### config.mk
export PLATFORM = sky130hd
export DESIGN_NAME = rom_load_ctrl_flat
export DESIGN_NICKNAME = d
export VERILOG_FILES = /design/src/rtl/rom_load_ctrl_if.sv /design/src/rtl/rom_load_ctrl.sv /design/src/flat_wrapper.sv
export SDC_FILE = /design/constraint.sdc
export NUM_CORES = 1
export LEC_CHECK = 0
export BUFFER_PORTS_ARGS = -buffer_cell sky130_fd_sc_hd__buf_2
export CAP_MARGIN = 20
export CORE_ASPECT_RATIO = 0.8
export CORE_UTILIZATION = 54
export DETAILED_ROUTE_END_ITERATION = 8
export GPL_ROUTABILITY_DRIVEN = 0
export PLACE_DENSITY = 0.89
export SYNTH_ARGS = -nofsm -noshare
export SYNTH_HDL_FRONTEND = slang
export SYNTH_SLANG_ARGS = --single-unit
### constraint.sdc
create_clock -name clk -period 5.6 [get_ports clk]
set_clock_uncertainty 0.15 [all_clocks]
set_input_delay 1.68 -clock clk [delete_from_list [all_inputs] [get_ports clk]]
set_output_delay 1.68 -clock clk [all_outputs]
set_load 0.03 [all_outputs]
### src/rtl/rom_load_ctrl_if.sv
`default_nettype none
// ============================================================================
//  Module   : rom_load_ctrl_if
//  Brief    : ioctl download stream in, banked-rom write bus out.
//  Revision : 1.0  initial release
// ============================================================================
interface rom_load_ctrl_if #(
    parameter int ADDR_W   = 16,
    parameter int REG_BITS = 2
);
    localparam int N_REG = 1 << REG_BITS;

    logic                ioctl_download;
    logic [7:0]          ioctl_index;
    logic                ioctl_wr;
    logic [24:0]         ioctl_addr;
    logic [7:0]          ioctl_dout;
    logic [ADDR_W-1:0]   rom_iaddr;
    logic [7:0]          rom_idata;
    logic [N_REG-1:0]    rom_iload;

    modport master (
        output ioctl_download, ioctl_index, ioctl_wr, ioctl_addr, ioctl_dout,
        input  rom_iaddr, rom_idata, rom_iload
    );

    modport slave (
        input  ioctl_download, ioctl_index, ioctl_wr, ioctl_addr, ioctl_dout,
        output rom_iaddr, rom_idata, rom_iload
    );
endinterface
`default_nettype wire

### src/rtl/rom_load_ctrl.sv
`default_nettype none
// ============================================================================
//  Module   : rom_load_ctrl
//  Brief    : Steers ioctl ROM download bytes into banked roms, holds the
//             game core in reset until the load has settled.
//  Revision : 1.0  initial release
// ============================================================================
module rom_load_ctrl #(
    parameter int          ADDR_W     = 16,
    parameter int          REG_BITS   = 2,
    parameter logic [7:0]  ROM_INDEX  = 8'd0,
    parameter int          SETTLE_CYC = 16
) (
    input  wire logic      clk,
    input  wire logic      reset,
    rom_load_ctrl_if.slave bus,
    output logic           cpu_reset,
    output logic           rom_ready,
    output logic           load_err,
    output logic [24:0]    byte_count
);
    localparam int         N_REG        = 1 << REG_BITS;
    localparam int         c_top        = ADDR_W + REG_BITS;
    localparam logic [7:0] c_settle_ini = 8'(SETTLE_CYC);

    typedef enum logic [1:0] {
        S_IDLE   = 2'd0,
        S_LOAD   = 2'd1,
        S_SETTLE = 2'd2,
        S_DONE   = 2'd3
    } state_t;

    state_t              r_state;
    logic [7:0]          r_cnt;
    logic [N_REG-1:0]    r_iload;
    logic [ADDR_W-1:0]   r_iaddr;
    logic [7:0]          r_idata;
    logic                r_cpu_reset;
    logic                r_rom_ready;
    logic                r_load_err;
    logic [24:0]         r_byte_count;

    logic                w_active;
    logic                w_entry;
    logic                w_accept;
    logic                w_ovf;
    logic [REG_BITS-1:0] w_sel;
    logic [N_REG-1:0]    w_onehot;

    // A matching download is live only in LOAD or on the cycle entering it,
    // so a byte is accepted whenever a write arrives while active.
    assign w_active = bus.ioctl_download && (bus.ioctl_index == ROM_INDEX);
    assign w_entry  = w_active && (r_state != S_LOAD);
    assign w_accept = w_active && bus.ioctl_wr;
    assign w_sel    = bus.ioctl_addr[c_top-1:ADDR_W];
    assign w_onehot = N_REG'(1) << w_sel;

    generate
        if (c_top < 25) begin : g_ovf
            assign w_ovf = |bus.ioctl_addr[24:c_top];
        end else begin : g_no_ovf
            assign w_ovf = 1'b0;
        end
    endgenerate

    always_ff @(posedge clk) begin
        if (reset) begin
            r_state      <= S_IDLE;
            r_cnt        <= 8'd0;
            r_iload      <= '0;
            r_iaddr      <= '0;
            r_idata      <= 8'd0;
            r_cpu_reset  <= 1'b1;
            r_rom_ready  <= 1'b0;
            r_load_err   <= 1'b0;
            r_byte_count <= 25'd0;
        end else begin
            r_iload <= '0;
            if (w_accept && !w_ovf) begin
                r_iload <= w_onehot;
                r_iaddr <= bus.ioctl_addr[ADDR_W-1:0];
                r_idata <= bus.ioctl_dout;
            end

            if (w_entry) begin
                r_byte_count <= w_accept ? 25'd1 : 25'd0;
                r_load_err   <= w_accept && w_ovf;
            end else if (w_accept) begin
                r_byte_count <= r_byte_count + 25'd1;
                if (w_ovf) begin
                    r_load_err <= 1'b1;
                end
            end

            case (r_state)
                S_IDLE: begin
                    if (w_active) begin
                        r_state <= S_LOAD;
                    end
                end
                S_LOAD: begin
                    if (!w_active) begin
                        r_state <= S_SETTLE;
                        r_cnt   <= c_settle_ini;
                    end
                end
                S_SETTLE: begin
                    if (w_active) begin
                        r_state <= S_LOAD;
                    end else if (r_cnt == 8'd0) begin
                        r_state     <= S_DONE;
                        r_cpu_reset <= 1'b0;
                        r_rom_ready <= 1'b1;
                    end else begin
                        r_cnt <= r_cnt - 8'd1;
                    end
                end
                S_DONE: begin
                    if (w_active) begin
                        r_state     <= S_LOAD;
                        r_cpu_reset <= 1'b1;
                        r_rom_ready <= 1'b0;
                    end
                end
                default: r_state <= S_IDLE;
            endcase
        end
    end

    assign bus.rom_iload = r_iload;
    assign bus.rom_iaddr = r_iaddr;
    assign bus.rom_idata = r_idata;
    assign cpu_reset     = r_cpu_reset;
    assign rom_ready     = r_rom_ready;
    assign load_err      = r_load_err;
    assign byte_count    = r_byte_count;
endmodule
`default_nettype wire

### src/flat_wrapper.sv
// flat-port wrapper written by rule: the top's interface ports become plain ports
module rom_load_ctrl_flat 
#(
    parameter int          ADDR_W     = 16,
    parameter int          REG_BITS   = 2,
    parameter logic [7:0]  ROM_INDEX  = 8'd0,
    parameter int          SETTLE_CYC = 16
)
  (clk, reset, cpu_reset, rom_ready, load_err, byte_count, bus_ioctl_download, bus_ioctl_index, bus_ioctl_wr, bus_ioctl_addr, bus_ioctl_dout, bus_rom_iaddr, bus_rom_idata, bus_rom_iload);
  rom_load_ctrl_if #(.ADDR_W(ADDR_W), .REG_BITS(REG_BITS)) bus_i ();
  input  wire logic clk;
  input  wire logic reset;
  output logic cpu_reset;
  output logic rom_ready;
  output logic load_err;
  output logic [24:0] byte_count;
  input wire logic [$bits(bus_i.ioctl_download)-1:0] bus_ioctl_download;
  input wire logic [$bits(bus_i.ioctl_index)-1:0] bus_ioctl_index;
  input wire logic [$bits(bus_i.ioctl_wr)-1:0] bus_ioctl_wr;
  input wire logic [$bits(bus_i.ioctl_addr)-1:0] bus_ioctl_addr;
  input wire logic [$bits(bus_i.ioctl_dout)-1:0] bus_ioctl_dout;
  output wire logic [$bits(bus_i.rom_iaddr)-1:0] bus_rom_iaddr;
  output wire logic [$bits(bus_i.rom_idata)-1:0] bus_rom_idata;
  output wire logic [$bits(bus_i.rom_iload)-1:0] bus_rom_iload;
  assign bus_i.ioctl_download = bus_ioctl_download;
  assign bus_i.ioctl_index = bus_ioctl_index;
  assign bus_i.ioctl_wr = bus_ioctl_wr;
  assign bus_i.ioctl_addr = bus_ioctl_addr;
  assign bus_i.ioctl_dout = bus_ioctl_dout;
  assign bus_rom_iaddr = bus_i.rom_iaddr;
  assign bus_rom_idata = bus_i.rom_idata;
  assign bus_rom_iload = bus_i.rom_iload;
  rom_load_ctrl #(.ADDR_W(ADDR_W), .REG_BITS(REG_BITS), .ROM_INDEX(ROM_INDEX), .SETTLE_CYC(SETTLE_CYC)) u_core (.clk(clk), .reset(reset), .bus(bus_i), .cpu_reset(cpu_reset), .rom_ready(rom_ready), .load_err(load_err), .byte_count(byte_count));
endmodule
# == Word level (Yosys, flattened, before mapping) ==
# Index checks and enable logic that the tools add are counted.
# W data, S select, Z words.
# totals
regBits,66
inputBits,45
output_inout_bits,56
wordCells,67
# classes
addsub,2
eq_ne,11
n_shift,1
n_mux,23
bitwise_logic,1
n_reduce_logical,20
# op_table
op,n
$mux W25,2
$add A25 B1 Y25 const B,1
$mux W8,3
$logic_not A8 Y1,2
$pmux W8 S2,1
$mux W1,10
$mux W2,4
$ne A2 B1 Y1 const B,4
$reduce_and A4 Y1,2
$reduce_bool A2 Y1,4
$sub A8 B1 Y8 const B,1
$reduce_or A7 Y1,1
$ne A2 B2 Y1 const B,3
$pmux W2 S3,1
$logic_and A1 B1 Y1,5
$eq A2 B2 Y1 const B,2
$pmux W1 S2,2
$reduce_or A2 Y1,2
$shl A1 B2 Y4 const A,1
$ne A3 B1 Y1 const B,1
$reduce_and A3 Y1,1
$eq A2 B1 Y1 const B,1
$logic_not A2 Y1,1
$reduce_and A2 Y1,1
other kinds (2),2

# == Depth between registers and ports, before layout ==
# Gate-level depths: netlist of the first run.
# depth
word_depth,6
mapped_depth,7
ltp_nobuf,6

# == Least setup slack after synthesis of the first run ==
# Ideal clock, no wire load.
# synth_timing
kind,input to register
from,input port bus_ioctl_index[7]
to,"register u_core.r_byte_count[23], in the netlist u_core.byte_count[23]"
setup_ns,0.070
t_arrival_ns,2.998
required_ns,5.380
path_slack_ns,2.381
cell_stages,5
path_buffers,1
cell_sequence,nor4_4 > nand4_1 > buf_2 > or4_1 > a21oi_1
# synth_via
elab_chain_cells,4
elab_cells_between_ends,6
classes_between,mux (1); reduce/logical (5)
# synth_rtl
item,line_no,text
from (decl),flat_wrapper.sv:18,input wire logic [$bits(bus_i.ioctl_index)-1:0] bus_ioctl_index;
$logic_not A8 Y1 *,rom_load_ctrl.sv:52,assign w_active = bus.ioctl_download && (bus.ioctl_index == ROM_INDEX);
$logic_and A1 B1 Y1 *,rom_load_ctrl.sv:52,
"$logic_and A1 B1 Y1, on equally long branches","rom_load_ctrl.sv:53, rom_load_ctrl.sv:54",
$mux W25 / $reduce_bool A2 Y1 (equally long branches),--,
to (signal assigned),rom_load_ctrl.sv:86,r_byte_count <= w_accept ? 25'd1 : 25'd0;
to (signal assigned),rom_load_ctrl.sv:89,r_byte_count <= r_byte_count + 25'd1;
to (decl),rom_load_ctrl.sv:41,logic [24:0] r_byte_count;
# Every way passes the cells marked *; elsewhere a longest branch is shown, timed or not.
# A chain may end at the register's enable or synchronous reset.

# == Final worst setup path of the first run ==
# layout_timing
from,input port bus_ioctl_index[7]
to,"register u_core.r_byte_count[4], in the netlist u_core.byte_count[4]"
# The elaborated chain is that of the path after synthesis.

==> results of run 1 <==
==> metrics by stage <==
stage          total power, mW  instances  instance area, sq um  utilization (%)
2_1_floorplan            0.788        367                  3100                -
3_3_place_gp             0.851        519                  3590             65.4
3_5_place_dp             0.870        519                  3590             65.4
4_1_cts                   1.23        535                  3770             68.7
5_1_grt                   1.29        535                  3770             68.7
6_report                  1.23        535                  3770             68.7
==> where the power goes <==
part           switching [mW]  internal [mW]
sequential             0.0295          0.504
combinational           0.191          0.139
clock                   0.191          0.172
total                   0.411          0.816
==> cell usage after synthesis (2+ instances only) <==
cell	instances
nand2_1	12
clkbuf_1	19
nand3b_1	3
nor4_1	5
or4b_1	2
and4_1	7
a21oi_1	50
or3_1	10
buf_4	2
nand4_1	9
nor3b_1	2
buf_2	7
or4_1	14
o21ai_0	39
ha_1	6
nand2b_1	5
a31oi_1	5
mux2i_1	5
and3_1	6
nor2_1	9
and3b_1	2
nand3_1	35
nor3_1	4
dfxtp_1	66
o31ai_1	14
inv_1	10
==> final cells by class <==
class                      instances  share of cell area (%)
clock buffer                      10                    3.65
clock inverter                     6                    1.13
inverter                          10                   0.994
multi-input combinational        263                    43.0
sequential                        66                    35.0
tap                               78                    2.59
timing repair buffer             102                    13.7
==> routing by layer <==
layer / share of wire (%) / routed length, microns / vias to the layer above
met5: 0 / 0 / -
met4: 1.3 / 104 / 0
met2: 45 / 3520 / 123
li1: - / - / 1559
met1: 45 / 3520 / 1468
met3: 7.7 / 595 / 12
==> logic make-up (layout without fill, tap and decap cells) <==
kind of cell	after synthesis	in the layout	synth area share [%]
multiplexers	5	5	1.61
XOR/XNOR	2	2	0.565
AND/OR/NAND/NOR	132	132	26.0
flip-flops	66	66	42.6
adder cells (fa/ha/maj)	6	6	2.42
AO/OA/AOI/OAI	118	118	21.7
buffers and inverters	38	128	5.12
==> flip-flops by register name (all words and copies together), names as in the netlist <==
name / count
u_core.bus.rom_idata: 8
u_core.bus.rom_iaddr: 16
u_core.rom_ready: 1
u_core.bus.rom_iload: 4
u_core.cpu_reset: 1
u_core.r_cnt: 8
u_core.load_err: 1
u_core.byte_count: 25
u_core.r_state: 2
==> worst min path at each step <==
stage	endpoint	start	slack, ps
CTS	u_core.byte_count[24]	u_core.byte_count[24]	320
finish	u_core.byte_count[24]	u_core.byte_count[24]	320
global placement	u_core.byte_count[24]	u_core.byte_count[24]	300
detailed placement	u_core.byte_count[24]	u_core.byte_count[24]	310
global route	u_core.bus.rom_idata[2]	u_core.bus.rom_idata[2]	350
floorplan	u_core.r_cnt[1]	u_core.r_cnt[1]	300
==> worst reg2reg max path, cell delays in order (launching register included) <==
cell and delay [ps]:
dfxtp_1 430, and4_1 330, nand4_1 620, or4_1 720, a21oi_1 150
==> run_results.csv, run 1 <==
group,metric,value,unit
outcome,status,"completed",
global_route,grt_pass1_vias,2831,
critical_path,critPathKind,"primary input to flip-flop",
logic_synthesis,synth-edff-count,0,
route,routed_via_density,5.91,
critical_path,r2r_setup_slack,3150,ps
critical_path,worst-path-max-fanout,22,
sta,whs,321,ps
logic_synthesis,synth.distinct_cells,45,
clock_tree,cts.path.max_buffers,2,
logic_synthesis,synthFlopType,"dfxtp_1",
finish,diodes,0,
route,wire_per_inst,14.5,microns
critical_path,critPathBufInv,1,
global_route,antenna_found_initial,0,
sta,tightest_slew,818,ps
route,drtIter0Drc,205,
finish,layout.area.seq,1320,sq um
global_route,met3_usage,8.33,%
die,die_h,69.8,microns
global_route,grt_max_degree,42,
global_route,overflow,0,
finish,drive_gt1_share,26.7,%
global_route,gr-usage-met1,34.1,%
clock_tree,cts_resized,0,
sta,period_share,65.4,%
critical_path,critical_path.endpoint,"u_core.byte_count[4]",
sta,drv_slew,0,
finish,final_cell_mix,"buf_2, dfxtp_1, a21oi_1",
critical_path,slowest_delay,740,ps
logic_synthesis,synthTopCellsByArea,"dfxtp_1, a21oi_1, o21ai_0, nand3_1, o31ai_1",
clock_tree,root_buffer,"clkbuf_8",
placed_design,port_buffers,100,
hold_path,hold_depth,2,
critical_path,cp.depth,5,
placed_design,pre_cts_slack,1590,ps
clock_tree,cts.sinks,66,
global_route,grt_use_met2,42.5,%
logic_synthesis,synthCells,367,
finish,final_common_cell,"buf_2",
die,dieArea,6060,sq um
die,core,5500,sq um
clock_tree,htree_levels,3,
logic_synthesis,syn_nets,418,
logic_synthesis,synthArstFlopShare,0,%
critical_path,cp_top_family,"simple AND/OR/NAND/NOR gates",
critical_path,crit_slowest_cell,"and3_1",
logic_synthesis,synth_area_per_cell,8.45,sq um
finish,finish.net_count,503,
placed_design,place_hpwl,5450,microns
critical_path,reg2reg_depth,4,
critical_path,reg2reg_to,"u_core.byte_count[19]",
global_route,grt_pass1_wl,12700,microns
logic_synthesis,yosys.area.top_type,"dfxtp_1",
route,ant_nets,0,
logic_synthesis,synth_area,3100,sq um
logic_synthesis,synth-seq-area-share,42.6,%
critical_path,startpoint_type,"primary input",
clock_tree,worstSkewPairLatency,350,ps
sta,timing.final.ws_setup,1940,ps
power_and_ir_drop,vdd_ir_drop_max,0.000201,V
logic_synthesis,ys_warn_count,0,
finish,multiInputGateArea,1620,sq um
finish,syn_to_final_growth,21.7,%
route,drc,0,
critical_path,worstPathCellList,"buf_2 -> nor4_4 -> and3_1 -> a21o_1 -> a21oi_1",
route,routed_wirelength,7750,microns
logic_synthesis,yosysTopAreaCellShare,42.6,%
critical_path,crit_start,"bus_ioctl_index[7]",
die,io_pins,101,
die,start_util,56.5,%
finish,fillers,444,
sta,fmax,273,MHz
clock_tree,cts_buffers,9,
route,num_vias,3162,
job,cap_violations,0,
logic_synthesis,ys_ff_latch,66,
clock_tree,cts_hold_buf,0,
sta,tns,0,ps
critical_path,worst_setup_path_end_kind,"flip-flop",
sta,slew_headroom,45.5,%
sta,setup_violations,0,
clock_tree,cts_setup_buffers,0,
route,dr.pass1.iters,5,
power_and_ir_drop,power_leakage,1.51,nW
global_route,gr-max-usage-layer,"met2",
critical_path,r2r_start,"u_core.byte_count[4]",
critical_path,critical_path_arrival,3710,ps
sta,rsz0062_at_grt,"false",
clock_tree,cts_tree,"built",
hold_path,hp-class,"flip-flop to flip-flop",
critical_path,worstPathRequired,5650,ps
power_and_ir_drop,power_density,325,nW/um^2
die,die_w,86.8,microns
sta,min_period,3660,ps
global_route,grtUsageTotal,26.6,%
clock_tree,clkTransAtPathRegs,70,ps
sta,hold_viol_final,0,
die,rows,24,
Power figures use the tool's default switching activity.
==> run 2: changes to the inputs <==
--- a/config.mk
+++ b/config.mk
@@ -8,10 +8,10 @@
 export BUFFER_PORTS_ARGS = -buffer_cell sky130_fd_sc_hd__buf_2
 export CAP_MARGIN = 20
 export CORE_ASPECT_RATIO = 0.8
-export CORE_UTILIZATION = 54
+export CORE_UTILIZATION = 51
 export DETAILED_ROUTE_END_ITERATION = 8
 export GPL_ROUTABILITY_DRIVEN = 0
-export PLACE_DENSITY = 0.89
+export PLACE_DENSITY = 0.85
 export SYNTH_ARGS = -nofsm -noshare
 export SYNTH_HDL_FRONTEND = slang
 export SYNTH_SLANG_ARGS = --single-unit
==> constraint.sdc (replaced) <==
create_clock -name clk -period 3.65 [get_ports clk]
set_clock_uncertainty 0.15 [all_clocks]
set_input_delay 1.095 -clock clk [delete_from_list [all_inputs] [get_ports clk]]
set_output_delay 1.095 -clock clk [all_outputs]
set_load 0.03 [all_outputs]
==> run 2 against run 1 <==
Effect of this change: register-to-register slack worse by 1900 ps; non-clock buffer count grew 3; flip-flop and latch count did not move; sequential share of layout area fell by 0.48 points; core utilization down 3.6 points; final area up 1.4%; via count up 1.1%.
==> run_results.csv, run 2 (synthesis results as in run 1) <==
group,metric,value,unit
global_route,grt_max_degree,44,
sta,tightest_slew,806,ps
critical_path,worst-path-max-fanout,16,
finish,final_area,3830,sq um
critical_path,slowest_delay,580,ps
critical_path,cp.depth,5,
global_route,gr-usage-met1,35.1,%
placed_design,place_hpwl,5430,microns
finish,postLayoutCoreUtil,65.1,%
clock_tree,cts_setup_buffers,0,
route,drc,0,
critical_path,reg2reg_depth,4,
die,rows,25,
finish,largest_reg_flops,25,
critical_path,worst_setup_path_end_kind,"flip-flop",
clock_tree,cts_hold_buf,0,
global_route,overflow,0,
die,io_pins,101,
finish,syn_to_final_growth,23.3,%
critical_path,crit_slowest_cell,"or4_1",
finish,drive_gt1_share,27.0,%
clock_tree,clkTransAtPathRegs,70,ps
sta,tns,0,ps
finish,fillers,527,
job,cap_violations,0,
route,ant_nets,0,
power_and_ir_drop,power_density,518,nW/um^2
sta,setup_violations,0,
hold_path,hold_depth,2,
die,die_w,89.2,microns
placed_design,dpl_cell_area,3620,sq um
sta,drv_slew,0,
global_route,grt_pass1_vias,2831,
global_route,grtUsageTotal,26.3,%
global_route,grt_pass1_wl,13100,microns
clock_tree,root_buffer,"clkbuf_8",
sta,min_period,2750,ps
power_and_ir_drop,switchingPower,0.618,mW
power_and_ir_drop,p_comb_share,25.6,%
clock_tree,cts.sinks,66,
power_and_ir_drop,vdd_ir_drop_max,0.000290,V
die,die_h,71.8,microns
finish,finish.net_count,506,
route,drtIter0Drc,252,
die,core,5880,sq um
power_and_ir_drop,power_leakage,1.54,nW
die,start_util,52.8,%
clock_tree,cts_tree,"built",
critical_path,worstPathRequired,3770,ps
critical_path,startpoint_type,"primary input",
sta,fmax,364,MHz
critical_path,critPathBufInv,1,
outcome,status,"completed",
die,dieArea,6400,sq um
route,num_vias,3198,
sta,hold_viol_final,0,
clock_tree,cts.path.max_buffers,2,
critical_path,critical_path_arrival,2870,ps
global_route,antenna_found_initial,0,
sta,slew_headroom,45.8,%
power_and_ir_drop,switching_share,31.2,%
critical_path,critPathKind,"primary input to flip-flop",
power_and_ir_drop,p_seq_share,41.3,%
route,wire_per_inst,14.6,microns
power_and_ir_drop,power.share.clock,33.1,%
route,routed_via_density,5.92,
clock_tree,worstSkewPairLatency,340,ps
finish,final_cell_mix,"buf_2, dfxtp_1, a21oi_1",
placed_design,port_buffers,100,
critical_path,worstPathCellList,"buf_2 -> nor4_4 -> nand4_1 -> or4_1 -> a21oi_1",
sta,period_share,75.3,%
hold_path,hp-class,"flip-flop to flip-flop",
clock_tree,htree_levels,3,
power_and_ir_drop,power.internal,1.37,mW
clock_tree,cts_resized,0,
critical_path,cp_top_family,"simple AND/OR/NAND/NOR gates",
finish,final_common_cell,"buf_2",
route,dr.pass1.iters,4,
sta,rsz0062_at_grt,"false",
route,routed_wirelength,7890,microns
clock_tree,cts_buffers,9,
finish,diodes,0,
global_route,grt_use_met2,41.1,%
global_route,gr-max-usage-layer,"met2",
global_route,met3_usage,7.26,%
run 2: cell count changes in the layout (fill, tap and decap cells not counted), sizes merged:
cell / before / now
buf: 102 / 105
bufinv: 0 / 2
clkbuf: 10 / 9
clkinv: 4 / 3
clkinvlp: 2 / 1
run 2: final timing paths:
kind | startpoint | end | slack, ps
max | bus_ioctl_index[7] | u_core.byte_count[14] | 900
min | u_core.load_err | u_core.load_err | 320
max reg2reg | u_core.byte_count[4] | u_core.byte_count[14] | 1210
min reg2reg | u_core.load_err | u_core.load_err | 320
run 2: layer usage:
layer | up-vias | part of all wire, %
li1 | 1569 | -
met1 | 1517 | 46
met2 | 103 | 46
met3 | 9 | 6.0
met4 | 0 | 1.4
met5 | - | 0
run 2: cell type report:
type                    instances  area, sq um  share of cell area [%]
flip-flops and latches         66         1320                    34.5
clock buffers                   9          124                    3.24
clock inverters                 6         82.6                    2.16
multi-input cells             263         1620                    42.4
well taps                      81          101                    2.65
inverters                      10         37.5                   0.981
repair buffers                105          538                    14.1
run 2: power by group through the flow:
stage,combinational (mW),clock [mW],sequential [mW]
global route,0.567,0.695,0.824
CTS,0.504,0.662,0.817
global placement,0.475,0,0.831
finish,0.509,0.656,0.819
floorplan,0.368,0,0.842
detailed placement,0.500,0,0.833
run 2: metrics by stage:
step	instances	power, mW	setup slack (ps)	hold slack [ps]
final	540	1.98	901	324
after global routing	540	2.09	689	342
after CTS	540	1.98	911	327
after detailed placement	525	1.33	573	315
after global placement	525	1.31	708	302
after floorplan	367	1.21	1020	303
run 2: worst register-to-register path: stages, from the launching register on:
cell	delay [ps]
dfxtp_1	420
and4_1	320
nand4_1	610
or4_1	710
a21oi_1	150
